**src/rtl/pulpino_spi_slave.sv**
```systemverilog
// SPI/QPI slave: host access to two config registers and a word memory port.
// SPI pins are oversampled on clk; SCK edges are detected after synchronising.
module pulpino_spi_slave #(
    parameter int DUMMY_RST = 32
) (
    input  logic        clk,
    input  logic        rst,
    input  logic        spi_clk_i,
    input  logic        spi_cs_i,
    input  logic        spi_sdi0_i,
    input  logic        spi_sdi1_i,
    input  logic        spi_sdi2_i,
    input  logic        spi_sdi3_i,
    output logic        spi_sdo0_o,
    output logic        spi_sdo1_o,
    output logic        spi_sdo2_o,
    output logic        spi_sdo3_o,
    output logic [1:0]  spi_mode_o,
    output logic        mem_req_o,
    output logic        mem_we_o,
    output logic [31:0] mem_addr_o,
    output logic [31:0] mem_wdata_o,
    input  logic        mem_gnt_i,
    input  logic [31:0] mem_rdata_i
);
    typedef enum logic [3:0] {
        S_IDLE, S_CMD, S_ADDR, S_DUMMY, S_RDATA,
        S_WDATA, S_REGW, S_REGR, S_IGN
    } state_t;

    localparam logic [7:0] C_WR0 = 8'h01;
    localparam logic [7:0] C_RD0 = 8'h05;
    localparam logic [7:0] C_WR1 = 8'h11;
    localparam logic [7:0] C_RD1 = 8'h07;
    localparam logic [7:0] C_MWR = 8'h02;
    localparam logic [7:0] C_MRD = 8'h0B;

    state_t      r_state, w_state_nx;
    logic [2:0]  r_sck_s;
    logic [1:0]  r_cs_s;
    logic [3:0]  r_sdi_s0, r_sdi_s1;
    logic        w_rise, w_fall, w_csh;
    logic [3:0]  w_sdi;
    logic        r_qpi;
    logic [7:0]  r_reg0, r_reg1, r_cmd, r_cnt;
    logic [7:0]  w_cnt_nx, w_len, w_step;
    logic        w_done;
    logic [31:0] r_sr, w_sr_nx;
    logic [31:0] r_tx, w_tx_word;
    logic [5:0]  r_tcnt, w_tcnt_nx, w_tlen, w_tstep;
    logic        w_tx_on, w_load;
    logic        r_req, r_we, r_rbuf_vld;
    logic [31:0] r_addr, r_wdata, r_rbuf;

    // Synchronise SPI pins; third SCK flop is history for edge detection
    always_ff @(posedge clk) begin
        if (rst) begin
            r_sck_s  <= 3'b000;
            r_cs_s   <= 2'b11;
            r_sdi_s0 <= 4'h0;
            r_sdi_s1 <= 4'h0;
        end else begin
            r_sck_s  <= {r_sck_s[1:0], spi_clk_i};
            r_cs_s   <= {r_cs_s[0], spi_cs_i};
            r_sdi_s0 <= {spi_sdi3_i, spi_sdi2_i, spi_sdi1_i, spi_sdi0_i};
            r_sdi_s1 <= r_sdi_s0;
        end
    end

    assign w_rise = r_sck_s[1] & ~r_sck_s[2];
    assign w_fall = ~r_sck_s[1] & r_sck_s[2];
    assign w_csh  = r_cs_s[1];
    assign w_sdi  = r_sdi_s1;

    // Receive side: phase length, bits per edge and next shifter value
    always_comb begin
        w_step = r_qpi ? 8'd4 : 8'd1;
        w_len  = 8'd0;
        unique case (r_state)
            S_CMD, S_REGW:   w_len = 8'd8;
            S_ADDR, S_WDATA: w_len = 8'd32;
            S_DUMMY: begin
                w_len  = r_reg1;
                w_step = 8'd1;
            end
            default:         w_len = 8'd0;
        endcase
        w_cnt_nx = r_cnt + w_step;
        w_done   = w_rise && (w_len != 8'd0) && (w_cnt_nx == w_len);
        w_sr_nx  = r_qpi ? {r_sr[27:0], w_sdi} : {r_sr[30:0], w_sdi[0]};
    end

    // Transmit side: word to load at the start of each output word
    always_comb begin
        w_tx_on   = (r_state == S_REGR) || (r_state == S_RDATA);
        w_tlen    = (r_state == S_REGR) ? 6'd8 : 6'd32;
        w_tstep   = r_qpi ? 6'd4 : 6'd1;
        w_tcnt_nx = r_tcnt + w_tstep;
        w_load    = w_tx_on && w_fall && (r_tcnt == 6'd0);
        w_tx_word = 32'h0;
        if (r_state == S_REGR)
            w_tx_word = {(r_cmd == C_RD0) ? r_reg0 : r_reg1, 24'h0};
        else if (r_rbuf_vld)
            w_tx_word = r_rbuf;
    end

    // State register
    always_ff @(posedge clk) begin
        if (rst) r_state <= S_IDLE;
        else     r_state <= w_state_nx;
    end

    // Next state: CS high always wins and returns to idle
    always_comb begin
        w_state_nx = r_state;
        if (w_csh) begin
            w_state_nx = S_IDLE;
        end else begin
            unique case (r_state)
                S_IDLE: w_state_nx = S_CMD;
                S_CMD: begin
                    if (w_done) begin
                        unique case (w_sr_nx[7:0])
                            C_WR0, C_WR1: w_state_nx = S_REGW;
                            C_RD0, C_RD1: w_state_nx = S_REGR;
                            C_MWR, C_MRD: w_state_nx = S_ADDR;
                            default:      w_state_nx = S_IGN;
                        endcase
                    end
                end
                S_ADDR: begin
                    if (w_done) begin
                        if (r_cmd == C_MWR)       w_state_nx = S_WDATA;
                        else if (r_reg1 == 8'd0)  w_state_nx = S_RDATA;
                        else                      w_state_nx = S_DUMMY;
                    end
                end
                S_DUMMY: if (w_done) w_state_nx = S_RDATA;
                S_REGW:  if (w_done) w_state_nx = S_IGN;
                default: w_state_nx = r_state;
            endcase
        end
    end

    // Datapath: shifters, registers and the memory request port
    always_ff @(posedge clk) begin
        if (rst) begin
            r_qpi      <= 1'b0;
            r_reg0     <= 8'h00;
            r_reg1     <= 8'(DUMMY_RST);
            r_cmd      <= 8'h00;
            r_cnt      <= 8'd0;
            r_sr       <= 32'h0;
            r_tx       <= 32'h0;
            r_tcnt     <= 6'd0;
            r_req      <= 1'b0;
            r_we       <= 1'b0;
            r_addr     <= 32'h0;
            r_wdata    <= 32'h0;
            r_rbuf     <= 32'h0;
            r_rbuf_vld <= 1'b0;
        end else begin
            if (r_state == S_IDLE) begin
                r_qpi      <= r_reg0[0];
                r_rbuf_vld <= 1'b0;
            end
            if (w_csh || r_state == S_IDLE) begin
                r_cnt <= 8'd0;
            end else if (w_rise) begin
                r_sr  <= w_sr_nx;
                r_cnt <= w_done ? 8'd0 : w_cnt_nx;
            end
            if (!w_tx_on) begin
                r_tcnt <= 6'd0;
                r_tx   <= 32'h0;
            end else if (w_fall) begin
                r_tcnt <= (w_tcnt_nx == w_tlen) ? 6'd0 : w_tcnt_nx;
                if (w_load)     r_tx <= w_tx_word;
                else if (r_qpi) r_tx <= r_tx << 4;
                else            r_tx <= r_tx << 1;
            end
            if (w_load && r_state == S_RDATA) begin
                r_rbuf_vld <= 1'b0;
                if (!r_req) begin
                    r_req <= 1'b1;
                    r_we  <= 1'b0;
                end
            end
            if (r_req && mem_gnt_i) begin
                r_req  <= 1'b0;
                r_addr <= r_addr + 32'd4;
                if (!r_we && (r_state == S_DUMMY || r_state == S_RDATA)) begin
                    r_rbuf     <= mem_rdata_i;
                    r_rbuf_vld <= 1'b1;
                end
            end
            if (w_done && !w_csh) begin
                unique case (r_state)
                    S_CMD: r_cmd <= w_sr_nx[7:0];
                    S_ADDR: begin
                        r_addr <= {w_sr_nx[31:2], 2'b00};
                        if (r_cmd == C_MRD && !r_req) begin
                            r_req <= 1'b1;
                            r_we  <= 1'b0;
                        end
                    end
                    S_WDATA: begin
                        if (!r_req) begin
                            r_req   <= 1'b1;
                            r_we    <= 1'b1;
                            r_wdata <= w_sr_nx;
                        end
                    end
                    S_REGW: begin
                        if (r_cmd == C_WR0) r_reg0 <= w_sr_nx[7:0];
                        else                r_reg1 <= w_sr_nx[7:0];
                    end
                    default: r_cmd <= r_cmd;
                endcase
            end
        end
    end

    // Pad direction: turn around one SCK before read data leaves
    always_comb begin
        spi_mode_o = 2'b00;
        if (r_qpi) begin
            spi_mode_o = 2'b10;
            if (w_tx_on ||
                (r_state == S_DUMMY && r_cnt == r_reg1 - 8'd1))
                spi_mode_o = 2'b01;
        end
    end

    assign spi_sdo0_o  = w_tx_on & r_qpi & r_tx[28];
    assign spi_sdo1_o  = w_tx_on & (r_qpi ? r_tx[29] : r_tx[31]);
    assign spi_sdo2_o  = w_tx_on & r_qpi & r_tx[30];
    assign spi_sdo3_o  = w_tx_on & r_qpi & r_tx[31];
    assign mem_req_o   = r_req;
    assign mem_we_o    = r_we;
    assign mem_addr_o  = r_addr;
    assign mem_wdata_o = r_wdata;
endmodule

```
**config.mk**
```make
export PLATFORM = sky130hd
export DESIGN_NAME = pulpino_spi_slave
export DESIGN_NICKNAME = d
export VERILOG_FILES = /design/src/rtl/pulpino_spi_slave.sv
export SDC_FILE = /design/constraint.sdc
export NUM_CORES = 1
export LEC_CHECK = 0
export ABC_AREA = 0
export BUFFER_PORTS_ARGS = -buffer_cell sky130_fd_sc_hd__buf_4
export CORE_MARGIN = 2
export CORE_UTILIZATION = 46
export DETAILED_ROUTE_END_ITERATION = 12
export SLEW_MARGIN = 20
export SYNTH_ARGS = -nofsm -noshare
export SYNTH_HDL_FRONTEND = slang
export SYNTH_SLANG_ARGS = --single-unit
```
**constraint.sdc**
```tcl
create_clock -name clk -period 6.9 [get_ports clk]
set_input_delay 0.69 -clock clk [delete_from_list [all_inputs] [get_ports clk]]
set_output_delay 0.69 -clock clk [all_outputs]
set_load 0.01 [all_outputs]
```
### Word-level counts from Yosys, hierarchy flattened

Index checks and enable logic that the tools add are counted.

| word-level totals | value |
|---|---|
| register bits | 218 |
| input bits | 41 |

| operators by class | value |
|---|---|
| $add $sub $neg | 4 |
| equality and inequality tests | 24 |
| muxes and demuxes | 43 |
| bitwise gates (word level) | 13 |
| reduce and logical (&&, ||, !) cells | 37 |

Operator list:

| operator | count |
|---|---|
| $mux 32 | 8 |
| $add 32x3->32 const B | 1 |
| $eq 8x3->1 const B | 3 |
| $pmux 8 s3 | 1 |
| $pmux 4 s5 | 1 |
| $eq 4x3->1 const B | 4 |
| $eq 8x1->1 const B | 2 |
| $eq 8x2->1 const B | 2 |
| $eq 8x4->1 const B | 2 |
| $eq 8x8->1 | 2 |
| $mux 4 | 4 |
| $mux 8 | 2 |
| $reduce_or 2->1 | 8 |
| $mux 1 | 15 |
| $mux 3 | 5 |
| $mux 6 | 2 |
| $pmux 4 s3 | 1 |
| $logic_and 1x1->1 | 10 |
| $reduce_and 3->1 | 3 |
| $add 8x8->8 | 1 |
| $eq 4x2->1 const B | 2 |
| $eq 8x5->1 const B | 1 |
| $logic_not 8->1 | 1 |
| $ne 2x2->1 const B | 4 |
| other kinds (16) | 36 |

### Longest topological paths before layout

Gate-level depths: netlist of run 1.

| depth | value |
|---|---|
| depth in word-level cells | 10 |
| depth in mapped cells | 15 |
| mapped depth without buffers | 11 |

### Worst setup path after synthesis of run 1

OpenSTA, ideal clock, no wires.

| path | value |
|---|---|
| path kind | flip-flop to flip-flop |
| from | register r_qpi |
| to | register r_wdata[15] (netlist: mem_wdata_o[15]) |
| data arrival time | 3,709 ps |
| required time | 6,830 ps |
| slack | 3,121 ps |
| stages on the path, launching flop included | 15 |
| path buffers | 4 |
| cell sequence | dfxtp_1 clkbuf_1 buf_1 clkbuf_1 nand2_1 ha_1 ha_1 a21o_1 a32oi_2 o211ai_1 a2111o_1 a211o_1 buf_6 or3_1 a21oi_1 |

| on the way | value |
|---|---|
| cells in the longest elaborated chain, start to end | 7 |
| elaborated cells on any way between the ends | 8 |

RTL lines:

| what | line | text |
|---|---|---|
| start, declared | 44 | `logic r_qpi;` |
| start signal, assigned | 164 | `r_qpi <= r_reg0[0];` |
| $mux 3 | 77 | `w_step = r_qpi ? 8'd4 : 8'd1;` |
| $mux 3 | 79 | `unique case (r_state)` |
| $add 8x8->8 | 88 | `w_cnt_nx = r_cnt + w_step;` |
| $eq 8x8->1 | 89 | `w_done = w_rise && (w_len != 8'd0) && (w_cnt_nx == w_len);` |
| $logic_and 1x1->1 | 89 |  |
| $logic_and 1x1->1 | 197 | `if (w_done && !w_csh) begin` |
| $reduce_and 3->1 (no line) | -- |  |
| end signal, assigned | 211 | `r_wdata <= w_sr_nx;` |
| end, declared | 53 | `logic [31:0] r_addr, r_wdata, r_rbuf;` |

Several ways; a longest one is shown, not always the timed one.
A chain may end at the register's enable or synchronous reset.

### Final worst setup path of run 1

| path | value |
|---|---|
| from | register r_state[1] |
| to | register r_addr[3] (netlist: mem_addr_o[3]) |

| on the way | value |
|---|---|
| cells in the longest elaborated chain, start to end | 8 |
| elaborated cells on any way between the ends | 17 |

RTL lines:

| what | line | text |
|---|---|---|
| start, declared | 38 | `state_t r_state, w_state_nx;` |
| start signal, assigned | 110 | `else r_state <= w_state_nx;` |
| branches (longest 7 deep; another with $add 8x8->8) | -- |  |
| $mux 32 * | 197 |  |
| end signal, assigned | 191 | `r_addr <= r_addr + 32'd4;` |
| end signal, assigned | 201 | `r_addr <= {w_sr_nx[31:2], 2'b00};` |
| end, declared | 53 |  |

Mark *: on every way between the ends.

==> results.sh, run 1 <==
export IMPL_rows=55
export IMPL_timing_rr_end="mem_addr_o[3]$_SDFF_PP0_"
export IMPL_wl_um=29700
export IMPL_required_ns=7.33
export IMPL_port_buffers=110
export IMPL_finClkSkew_ns=0.0277
export IMPL_setup_tns_ns=0
export IMPL_slew_headroom_pct=26.9
export IMPL_fin_ws_ns=2.44
export IMPL_route_vias_total=9497
export IMPL_finalCriticalPeriod_ns=4.46
export IMPL_numClockSinks=216
export IMPL_antenna_found_initial=1
export IMPL_rsz0062_at_grt="false"
export IMPL_grt_max_degree=74
export IMPL_die_x_um=156
export IMPL_ir_drop_mv=0.149
export IMPL_dpl_worst_slack_ns=2.41
export IMPL_max_freq_ghz=0.224
export IMPL_synthArstFlopShare_pct=0
export IMPL_cts_tree="yes"
export IMPL_regToRegSetupSlack_ns=2.44
export IMPL_drv_slew=0
export IMPL_avgSynthCellArea_um2=8.56
export IMPL_yosysUniqueCellTypes=63
export IMPL_ff2ff_path_depth=11
export IMPL_cts_setup_buffers=0
export IMPL_ys_seq_area_share_pct=40.5
export IMPL_synthToLayoutAreaGrowth_pct=16.3
export IMPL_timing_final_crit_share_pct=64.6
export IMPL_wl_per_cell_um=18.6
export IMPL_fin_cells=1595
export IMPL_hp_start="spi_cs_i"
export IMPL_clockBufferDepth=3
export IMPL_synth_area_um2=10700
export IMPL_max_slew_worst_pin_slew_ns=1.09
export IMPL_power_mw=2.62
export IMPL_drv_cap=0
export IMPL_grt_overflow=0
export IMPL_synthCells=1248
export IMPL_start_util_pct=47.1
export IMPL_p_leak_nw=4.53
export IMPL_final_core_util_pct=54.7
export IMPL_grt_pass1_wl_um=48500
export IMPL_clk_insertion_delay_late_ns=0.54
export IMPL_routed_via_density=5.95
export IMPL_cts_hold_buf=0
export IMPL_setup_viol_count_final=0
export IMPL_final_antenna_net_count=0
export IMPL_first_iter_violations=794
export IMPL_cts_buffers=24
export IMPL_die_area_um2=24500
export IMPL_io_pins=113
export IMPL_cts_resized=0
export IMPL_dr_pass1_iters=5
export IMPL_post_route_drc_count=0
export IMPL_cp_arrival_ns=4.89
export IMPL_power_density_nw_per_um2=211
export IMPL_antennaDiodeCount=0
export IMPL_cp_end_kind="register"
export IMPL_hold_end="r_cs_s[0]$_SDFF_PP1_"
export IMPL_fin_nets=1342
export IMPL_synth_seq_cells=216
export IMPL_dp_cells=1551
export IMPL_cts_root_buf="clkbuf_16"
export IMPL_start_kind="register"
export IMPL_globalplace_congestion=0.904
export IMPL_dieHeight_um=156
export IMPL_dp_hpwl_um=20000
export IMPL_htree_levels=1
export IMPL_cp_startpoint="r_state[1]$_SDFFE_PP0P_"
export IMPL_drive_gt1_share_pct=18.4
export IMPL_core_area_um2=22700
export IMPL_synth_edf_count=0
export IMPL_synthFlopType="dfxtp_1"
export IMPL_hp_class="input port to register"
export IMPL_clk_pin_slew_ns=0.06
export IMPL_gr_usage_all_layers_pct=24.3
export IMPL_path_class="register to register"
export IMPL_grt_pass1_vias=8952
export IMPL_timing_rr_start="r_state[1]$_SDFFE_PP0P_"
export IMPL_hold_viol=0
export IMPL_status="complete, no violations"
export IMPL_synth_warnings=0
export IMPL_holdPathStages=2
export IMPL_critPathMaxFanout=24
==> layout make-up <==
class                   instances  area, um2
clock buffers                  36        736
flip-flops and latches        216       4330
multi-input cells             915       5950
fillers                      2153      10300
inverters                      13       48.8
well taps                     285        357
clock inverters                 8       96.3
repair buffers                122        916
==> synthesized netlist by cell type, types with 5 or more instances <==
cell      count  share of area (%)
buf_1         6               0.21
nor3_1       75                3.5
o22ai_1       5               0.29
xnor2_1      32                2.6
dfxtp_1     216                 40
o21ai_0      71                3.3
nand4_1      14               0.82
mux2i_1      77                7.2
nand2b_1     12               0.70
a211oi_1     17                1.2
inv_1        13               0.46
nor4_1        8               0.47
nand2_1      50                1.8
nor2_1      135                4.7
or2_2         7               0.41
a222oi_1     28                2.6
ha_1          9                1.1
buf_4         5               0.35
mux2_2       55                5.8
nand3_1      77                3.6
a31oi_1      10               0.59
buf_2        11               0.52
and3_1       10               0.59
clkbuf_1     81                2.8
nand4b_1      5               0.41
or3_1        12               0.70
nor2b_1      20                1.2
a21oi_1     108                5.1
xor2_1       13                1.1
==> sequential cells by signal, indices dropped and copies added, names as in the netlist, 8 cells and up <==
| signal | cells |
|---|---|
| r_cmd | 8 |
| r_reg1 | 8 |
| r_cnt | 8 |
| r_rbuf | 32 |
| mem_wdata_o | 32 |
| mem_addr_o | 30 |
| r_reg0 | 8 |
| r_sr | 31 |
| r_tx | 32 |
==> power by group <==
part	switching [mW]	internal [mW]
Sequential	0.00423	1.25
Clock	0.532	0.779
Combinational	0.0300	0.0217
==> critical path, cell delays in order (launching register included) <==
cell and delay (ns):
dfxtp_1 0.72, nand4bb_1 0.28, nand2_1 0.16, inv_1 0.05
ha_1 0.32, a31oi_1 0.47, o21ai_0 0.25, o211a_1 0.16
o21ai_1 0.49, or2_1 0.80, nor2_1 0.35, a211oi_1 0.30
==> stage by stage <==
step                hold slack, ns  area [um2]
floorplan                    0.389       10700
global placement             0.399       11600
detailed placement           0.410       11600
CTS                          0.328       12400
global route                 0.340       12400
finish                       0.347       12400
==> how the worst max path moves through the flow <==
stage                              endpoint  slack (ns)
6_report           mem_addr_o[3]$_SDFF_PP0_        2.44
5_1_grt           mem_addr_o[17]$_SDFF_PP0_        1.91
4_1_cts             r_state[3]$_SDFFE_PP0P_        2.40
3_5_place_dp        r_state[3]$_SDFFE_PP0P_        2.41
3_3_place_gp        r_state[3]$_SDFFE_PP0P_        2.59
2_1_floorplan  mem_wdata_o[15]$_SDFFE_PP0P_        3.12
==> placed cells by master (no fill, tap or decap), drive strengths merged, types with 5 or more instances in the layout <==
cell type / n
clkinv: 5
a31oi: 10
dfxtp: 216
nor2b: 20
nand4b: 5
nand4: 14
or2: 8
xor2: 13
a21oi: 108
mux2i: 77
xnor2: 32
nand2b: 12
inv: 14
mux2: 56
or3: 12
and3: 10
o21ai: 73
nand2: 50
nor2: 135
o22ai: 5
nor4: 8
a211oi: 17
a222oi: 28
nor3: 75
clkbuf: 36
nand3: 77
buf: 122
ha: 9
==> layer usage <==
metal | global-route usage (%) | wire, um | vias up
met4 | 5.50 | 495 | 0
met2 | 36.9 | 13100 | 273
met5 | 0 | 0 | -
met3 | 3.52 | 1780 | 35
li1 | - | - | 4630
met1 | 36.4 | 14400 | 4559
==> kinds of logic (layout without fill, tap and decap cells) <==
logic type,count (synthesis),in the layout,share of synthesized area (%)
XOR/XNOR,46,46,3.91
multiplexers,133,133,13.1
AO/OA/AOI/OAI,277,277,16.2
AND/OR/NAND/NOR,448,448,20.7
adder cells (fa/ha/maj),9,9,1.05
flip-flops,216,216,40.5
other,1,2,0.0351
buffers and inverters,118,179,4.59
(Power assumes the default switching activity.)
==> inputs of run 2 (changes only) <==
--- a/config.mk
+++ b/config.mk
@@ -10,6 +10,7 @@
 export CORE_MARGIN = 2
 export CORE_UTILIZATION = 46
 export DETAILED_ROUTE_END_ITERATION = 12
+export PLACE_DENSITY = 0.67
 export SLEW_MARGIN = 20
 export SYNTH_ARGS = -nofsm -noshare
 export SYNTH_HDL_FRONTEND = slang
==> constraint.sdc (replaced) <==
create_clock -name clk -period 3.65 [get_ports clk]
set_input_delay 0.365 -clock clk [delete_from_list [all_inputs] [get_ports clk]]
set_output_delay 0.365 -clock clk [all_outputs]
set_load 0.01 [all_outputs]
==> run 2 against run 1 <==
  * Hold slack lost 0.30 ns
  * Via count grew 0.83%
  * Sequential power grew 90%
  * Sequential share of layout area shrank 0.15 points
  * Critical path depth grew 1
  * Clock-buffer cell count is the same
  * Clock power grew 78%
==> results.sh, run 2 (same netlist as run 1, synthesis figures left out) <==
export IMPL_power_density_nw_per_um2=384
export IMPL_final_area_um2=12500
export IMPL_drive_gt1_share_pct=19.1
export IMPL_crit_path_max_incr_delay_ns=0.54
export IMPL_post_route_drc_count=0
export IMPL_drv_cap=0
export IMPL_layout_commonest_cell="dfxtp_1"
export IMPL_cts_resized=0
export IMPL_wl_um=29100
export IMPL_regToRegSetupSlack_ns=0.28
export IMPL_finClkSkew_ns=0.0194
export IMPL_drv_slew=0
export IMPL_gr_usage_all_layers_pct=23.1
export IMPL_start_kind="register"
export IMPL_grt_pass1_wl_um=46700
export IMPL_die_x_um=156
export IMPL_hold_slack_ns=0.0424
export IMPL_wl_per_cell_um=18.1
export IMPL_start_util_pct=47.1
export IMPL_grt_max_degree=103
export IMPL_finalCriticalPeriod_ns=3.37
export IMPL_final_antenna_net_count=0
export IMPL_core_area_um2=22700
export IMPL_cts_setup_buffers=0
export IMPL_power_mw=4.80
export IMPL_cp_arrival_ns=3.73
export IMPL_routed_via_density=5.94
export IMPL_max_freq_ghz=0.297
export IMPL_ir_drop_mv=0.346
export IMPL_clk_pin_slew_ns=0.06
export IMPL_first_iter_violations=794
export IMPL_path_class="register to register"
export IMPL_max_slew_worst_pin_slew_ns=1.10
export IMPL_setup_viol_count_final=0
export IMPL_fin_nets=1360
export IMPL_slew_headroom_pct=26.6
export IMPL_port_buffers=110
export IMPL_grt_overflow=0
export IMPL_clockBufferDepth=3
export IMPL_numClockSinks=216
export IMPL_rows=55
export IMPL_timing_final_crit_share_pct=92.4
export IMPL_antenna_found_initial=0
export IMPL_final_cell_mix="dfxtp_1, buf_4, nor2_1"
export IMPL_cp_end_kind="register"
export IMPL_synthToLayoutAreaGrowth_pct=16.8
export IMPL_critPathBufInv=2
export IMPL_dp_hpwl_um=19600
export IMPL_cts_hold_buf=0
export IMPL_crit_family="compound AO/OA/AOI/OAI gates"
export IMPL_final_core_util_pct=55.0
export IMPL_cts_root_buf="clkbuf_16"
export IMPL_htree_levels=1
export IMPL_dieHeight_um=156
export IMPL_setup_tns_ns=0
export IMPL_route_vias_total=9576
export IMPL_antennaDiodeCount=0
export IMPL_status="complete, no violations"
export IMPL_io_pins=113
export IMPL_clk_insertion_delay_late_ns=0.52
export IMPL_nFillCells=2101
export IMPL_die_area_um2=24500
export IMPL_grt_pass1_vias=8946
export IMPL_required_ns=4.01
export IMPL_critPathMaxFanout=26
export IMPL_globalplace_congestion=0.878
export IMPL_dr_pass1_iters=9
export IMPL_cp_slowest_cell="a2111o_1"
export IMPL_hold_viol=0
export IMPL_rsz0062_at_grt="false"
export IMPL_cts_buffers=24
export IMPL_path_cells="nand4bb_1 -> nand2_1 -> inv_1 -> ha_1 -> a21o_1 -> a32oi_2 -> o211ai_1 -> a2111o_1 -> a211o_4 -> buf_4 -> o21ai_0 -> a21oi_1"
export IMPL_hp_class="input port to register"
export IMPL_cts_tree="yes"
export IMPL_dpl_cell_area_um2=11700
export IMPL_p_leak_nw=4.58
[run 2: worst paths after layout]
path                      endpoint  cells past startpoint                     from
max          r_cmd[4]$_SDFFE_PP0P_                     12  r_state[2]$_SDFFE_PP0P_
min           r_cs_s[0]$_SDFF_PP1_                      2                 spi_cs_i
max reg2reg  r_cmd[4]$_SDFFE_PP0P_                     12  r_state[2]$_SDFFE_PP0P_
min reg2reg   r_cs_s[1]$_SDFF_PP1_                      1     r_cs_s[0]$_SDFF_PP1_
[run 2: where the power goes]
| group | switching (mW) | internal [mW] | total (mW) | leakage [nW] |
|---|---|---|---|---|
| combinational | 0.0580 | 0.0419 | 0.0999 | 2.46 |
| sequential | 0.00657 | 2.36 | 2.37 | 1.74 |
| clock | 0.960 | 1.37 | 2.33 | 0.377 |
| total | 1.02 | 3.77 | 4.80 | 4.58 |
[run 2: layout make-up]
cell class	instances	area, um2	area share, %
multi-input combinational	915	5930	47.5
sequential	216	4330	34.7
timing repair buffer	140	1060	8.52
clock buffer	36	727	5.82
tap	285	357	2.86
inverter	13	48.8	0.391
clock inverter	6	32.5	0.261
[run 2: metrics by stage]
stage | std cells | worst slack [ns]
final | 1611 | 0.278
after global routing | 1611 | 0.00669
after CTS | 1611 | 0.0974
after detailed placement | 1569 | 0.121
after global placement | 1569 | 0.254
after floorplan | 1249 | 0.132
[run 2: layer usage]
layer  GRT usage [%]  vias to the layer above  share of wire [%]
met5               0                        -                  0
met4            6.90                        0                2.5
met3            2.71                       56                5.9
met2            37.7                      322                 47
met1            32.1                     4543                 45
li1                -                     4655                  -
==> inputs of run 3 (changes only) <==
--- a/config.mk
+++ b/config.mk
@@ -10,7 +10,6 @@
 export CORE_MARGIN = 2
 export CORE_UTILIZATION = 46
 export DETAILED_ROUTE_END_ITERATION = 12
-export PLACE_DENSITY = 0.67
 export SLEW_MARGIN = 20
 export SYNTH_ARGS = -nofsm -noshare
 export SYNTH_HDL_FRONTEND = slang
==> constraint.sdc (replaced) <==
create_clock -name clk -period 3.5 [get_ports clk]
set_input_delay 0.35 -clock clk [delete_from_list [all_inputs] [get_ports clk]]
set_output_delay 0.35 -clock clk [all_outputs]
set_load 0.01 [all_outputs]
==> run 3 against run 2 <==
  * Design area rose by 2.7%
  * Routed wire length rose by 5.9%
  * Clock skew rose by 0.0059 ns
  * Die area did not move
  * Via count rose by 1.1%
  * Highest routed layer unchanged
==> results.sh, run 3 (same netlist as run 1, synthesis figures left out) <==
export IMPL_setup_viol_count_final=0
export IMPL_hp_start="spi_sdi3_i"
export IMPL_timing_rr_end="mem_addr_o[10]$_SDFF_PP0_"
export IMPL_drv_cap=0
export IMPL_wl_met2_um=13400
export IMPL_globalplace_congestion=0.902
export IMPL_dieHeight_um=156
export IMPL_clk_insertion_delay_late_ns=0.55
export IMPL_ff2ff_path_depth=14
export IMPL_rsz0062_at_grt="false"
export IMPL_max_freq_ghz=0.300
export IMPL_cts_root_buf="clkbuf_16"
export IMPL_clockBufferDepth=3
export IMPL_setup_tns_ns=0
export IMPL_layout_commonest_cell="dfxtp_1"
export IMPL_die_x_um=156
export IMPL_synthToLayoutAreaGrowth_pct=19.9
export IMPL_wl_per_cell_um=18.8
export IMPL_p_switching_mw=1.14
export IMPL_wl_um=30800
export IMPL_nFillCells=2113
export IMPL_slew_headroom_pct=25.3
export IMPL_path_class="register to register"
export IMPL_start_util_pct=47.1
export IMPL_hold_end="r_sdi_s0[3]$_SDFF_PP0_"
export IMPL_timing_rr_start="r_state[2]$_SDFFE_PP0P_"
export IMPL_antennaDiodeCount=0
export IMPL_hold_viol=0
export IMPL_p_leak_nw=4.72
export IMPL_route_vias_total=9679
export IMPL_io_pins=113
export IMPL_finClkSkew_ns=0.0253
export IMPL_status="complete, no violations"
export IMPL_dr_pass1_iters=6
export IMPL_grt_pass1_wl_um=48200
export IMPL_pwr_share_comb_pct=2.1
export IMPL_htree_levels=1
export IMPL_finalCriticalPeriod_ns=3.33
export IMPL_cts_tree="yes"
export IMPL_drv_slew=0
export IMPL_clkPwrFrac_pct=49.5
export IMPL_die_area_um2=24500
export IMPL_cp_arrival_ns=3.78
export IMPL_p_seq_share_pct=48.4
export IMPL_final_cell_mix="dfxtp_1, buf_4, nor2_1"
export IMPL_gr_usage_all_layers_pct=24.2
export IMPL_cts_buffers=26
export IMPL_holdPathStages=2
export IMPL_routed_via_density=5.91
export IMPL_critPathMaxFanout=15
export IMPL_final_antenna_net_count=0
export IMPL_grt_overflow=0
export IMPL_power_density_nw_per_um2=399
export IMPL_met1_length_um=14900
export IMPL_final_area_um2=12800
export IMPL_start_kind="register"
export IMPL_wl_met3_um=2070
export IMPL_regToRegSetupSlack_ns=0.17
export IMPL_fin_nets=1383
export IMPL_hold_slack_ns=0.0120
export IMPL_top_layer="met4"
export IMPL_drive_gt1_share_pct=20.9
export IMPL_port_buffers=110
export IMPL_p_int_mw=3.97
export IMPL_dp_hpwl_um=20600
export IMPL_antenna_found_initial=0
export IMPL_grt_pass1_vias=8939
export IMPL_numClockSinks=216
export IMPL_hp_class="input port to register"
export IMPL_grt_max_degree=110
export IMPL_rows=55
export IMPL_required_ns=3.95
export IMPL_max_slew_worst_pin_slew_ns=1.11
export IMPL_clk_pin_slew_ns=0.06
export IMPL_first_iter_violations=1023
export IMPL_timing_final_crit_share_pct=95.2
export IMPL_ir_drop_mv=0.310
export IMPL_post_route_drc_count=0
export IMPL_switching_share_pct=22.2
export IMPL_dpl_cell_area_um2=11800
export IMPL_core_area_um2=22700
export IMPL_cp_end_kind="register"
==> run 3: worst max-delay path by stage <==
stage,start,end,cells past startpoint
after floorplan,r_qpi$_SDFFE_PP0P_,mem_wdata_o[15]$_SDFFE_PP0P_,14
after CTS,r_state[2]$_SDFFE_PP0P_,r_reg0[4]$_SDFFE_PP0P_,12
after global placement,r_state[2]$_SDFFE_PP0P_,mem_wdata_o[3]$_SDFFE_PP0P_,12
after global routing,r_state[2]$_SDFFE_PP0P_,mem_addr_o[25]$_SDFF_PP0_,14
final,r_state[2]$_SDFFE_PP0P_,mem_addr_o[10]$_SDFF_PP0_,14
after detailed placement,r_state[2]$_SDFFE_PP0P_,r_reg0[6]$_SDFFE_PP0P_,12
==> run 3: power by group through the flow <==
stage                     sequential [mW]  combinational, mW  clock, mW
after CTS                            2.47              0.104       2.57
after global placement               2.53              0.103          0
final                                2.47              0.105       2.53
after global routing                 2.47              0.114       2.68
after detailed placement             2.53              0.104          0
after floorplan                      2.52             0.0562          0
==> run 3: timing repair <==
action                                  in CTS  in global routing
buffers inserted                             0                  5
endpoints found under the setup margin       0                102
resized for setup                            0                 13
hold buffers                                 1                  0
hold endpoints to repair                     1                  0
==> run 3: worst max-delay path, stage by stage, from the launching register on <==
cell       delay, ns
dfxtp_1         0.31
nand4bb_4       0.24
nand2_2         0.12
inv_1           0.07
ha_4            0.30
nand3_1         0.10
a32oi_2         0.32
mux2i_1         0.11
a2111o_1        0.49
buf_4           0.18
a2111oi_4       0.35
buf_4           0.21
clkbuf_16       0.18
a21oi_1         0.07
nor3_1          0.18
==> run 3: area by class of cell <==
| class | count | area, um2 | share of cell area [%] |
|---|---|---|---|
| repair buffers | 160 | 1270 | 9.95 |
| clock buffers | 36 | 728 | 5.68 |
| multi-input cells | 916 | 5990 | 46.8 |
| well taps | 285 | 357 | 2.78 |
| inverters | 13 | 48.8 | 0.381 |
| clock inverters | 11 | 88.8 | 0.693 |
| flip-flops and latches | 216 | 4330 | 33.7 |
==> run 3: layer usage <==
metal | global-route usage (%) | up-vias
met5 | 0 | -
met4 | 4.89 | 0
met3 | 3.74 | 49
met2 | 36.4 | 306
met1 | 36.7 | 4599
li1 | - | 4725
==> run 3: through the flow <==
stage | power (mW) | util, % | worst slack, ns | instances
2_1_floorplan | 2.58 | - | 0.0865 | 1249
3_3_place_gp | 2.63 | 52.1 | 0.169 | 1582
6_report | 5.11 | 56.4 | 0.168 | 1637
5_1_grt | 5.27 | 56.4 | 0.00125 | 1637
3_5_place_dp | 2.63 | 52.1 | 0.0964 | 1582
4_1_cts | 5.15 | 55.8 | 0.0692 | 1630
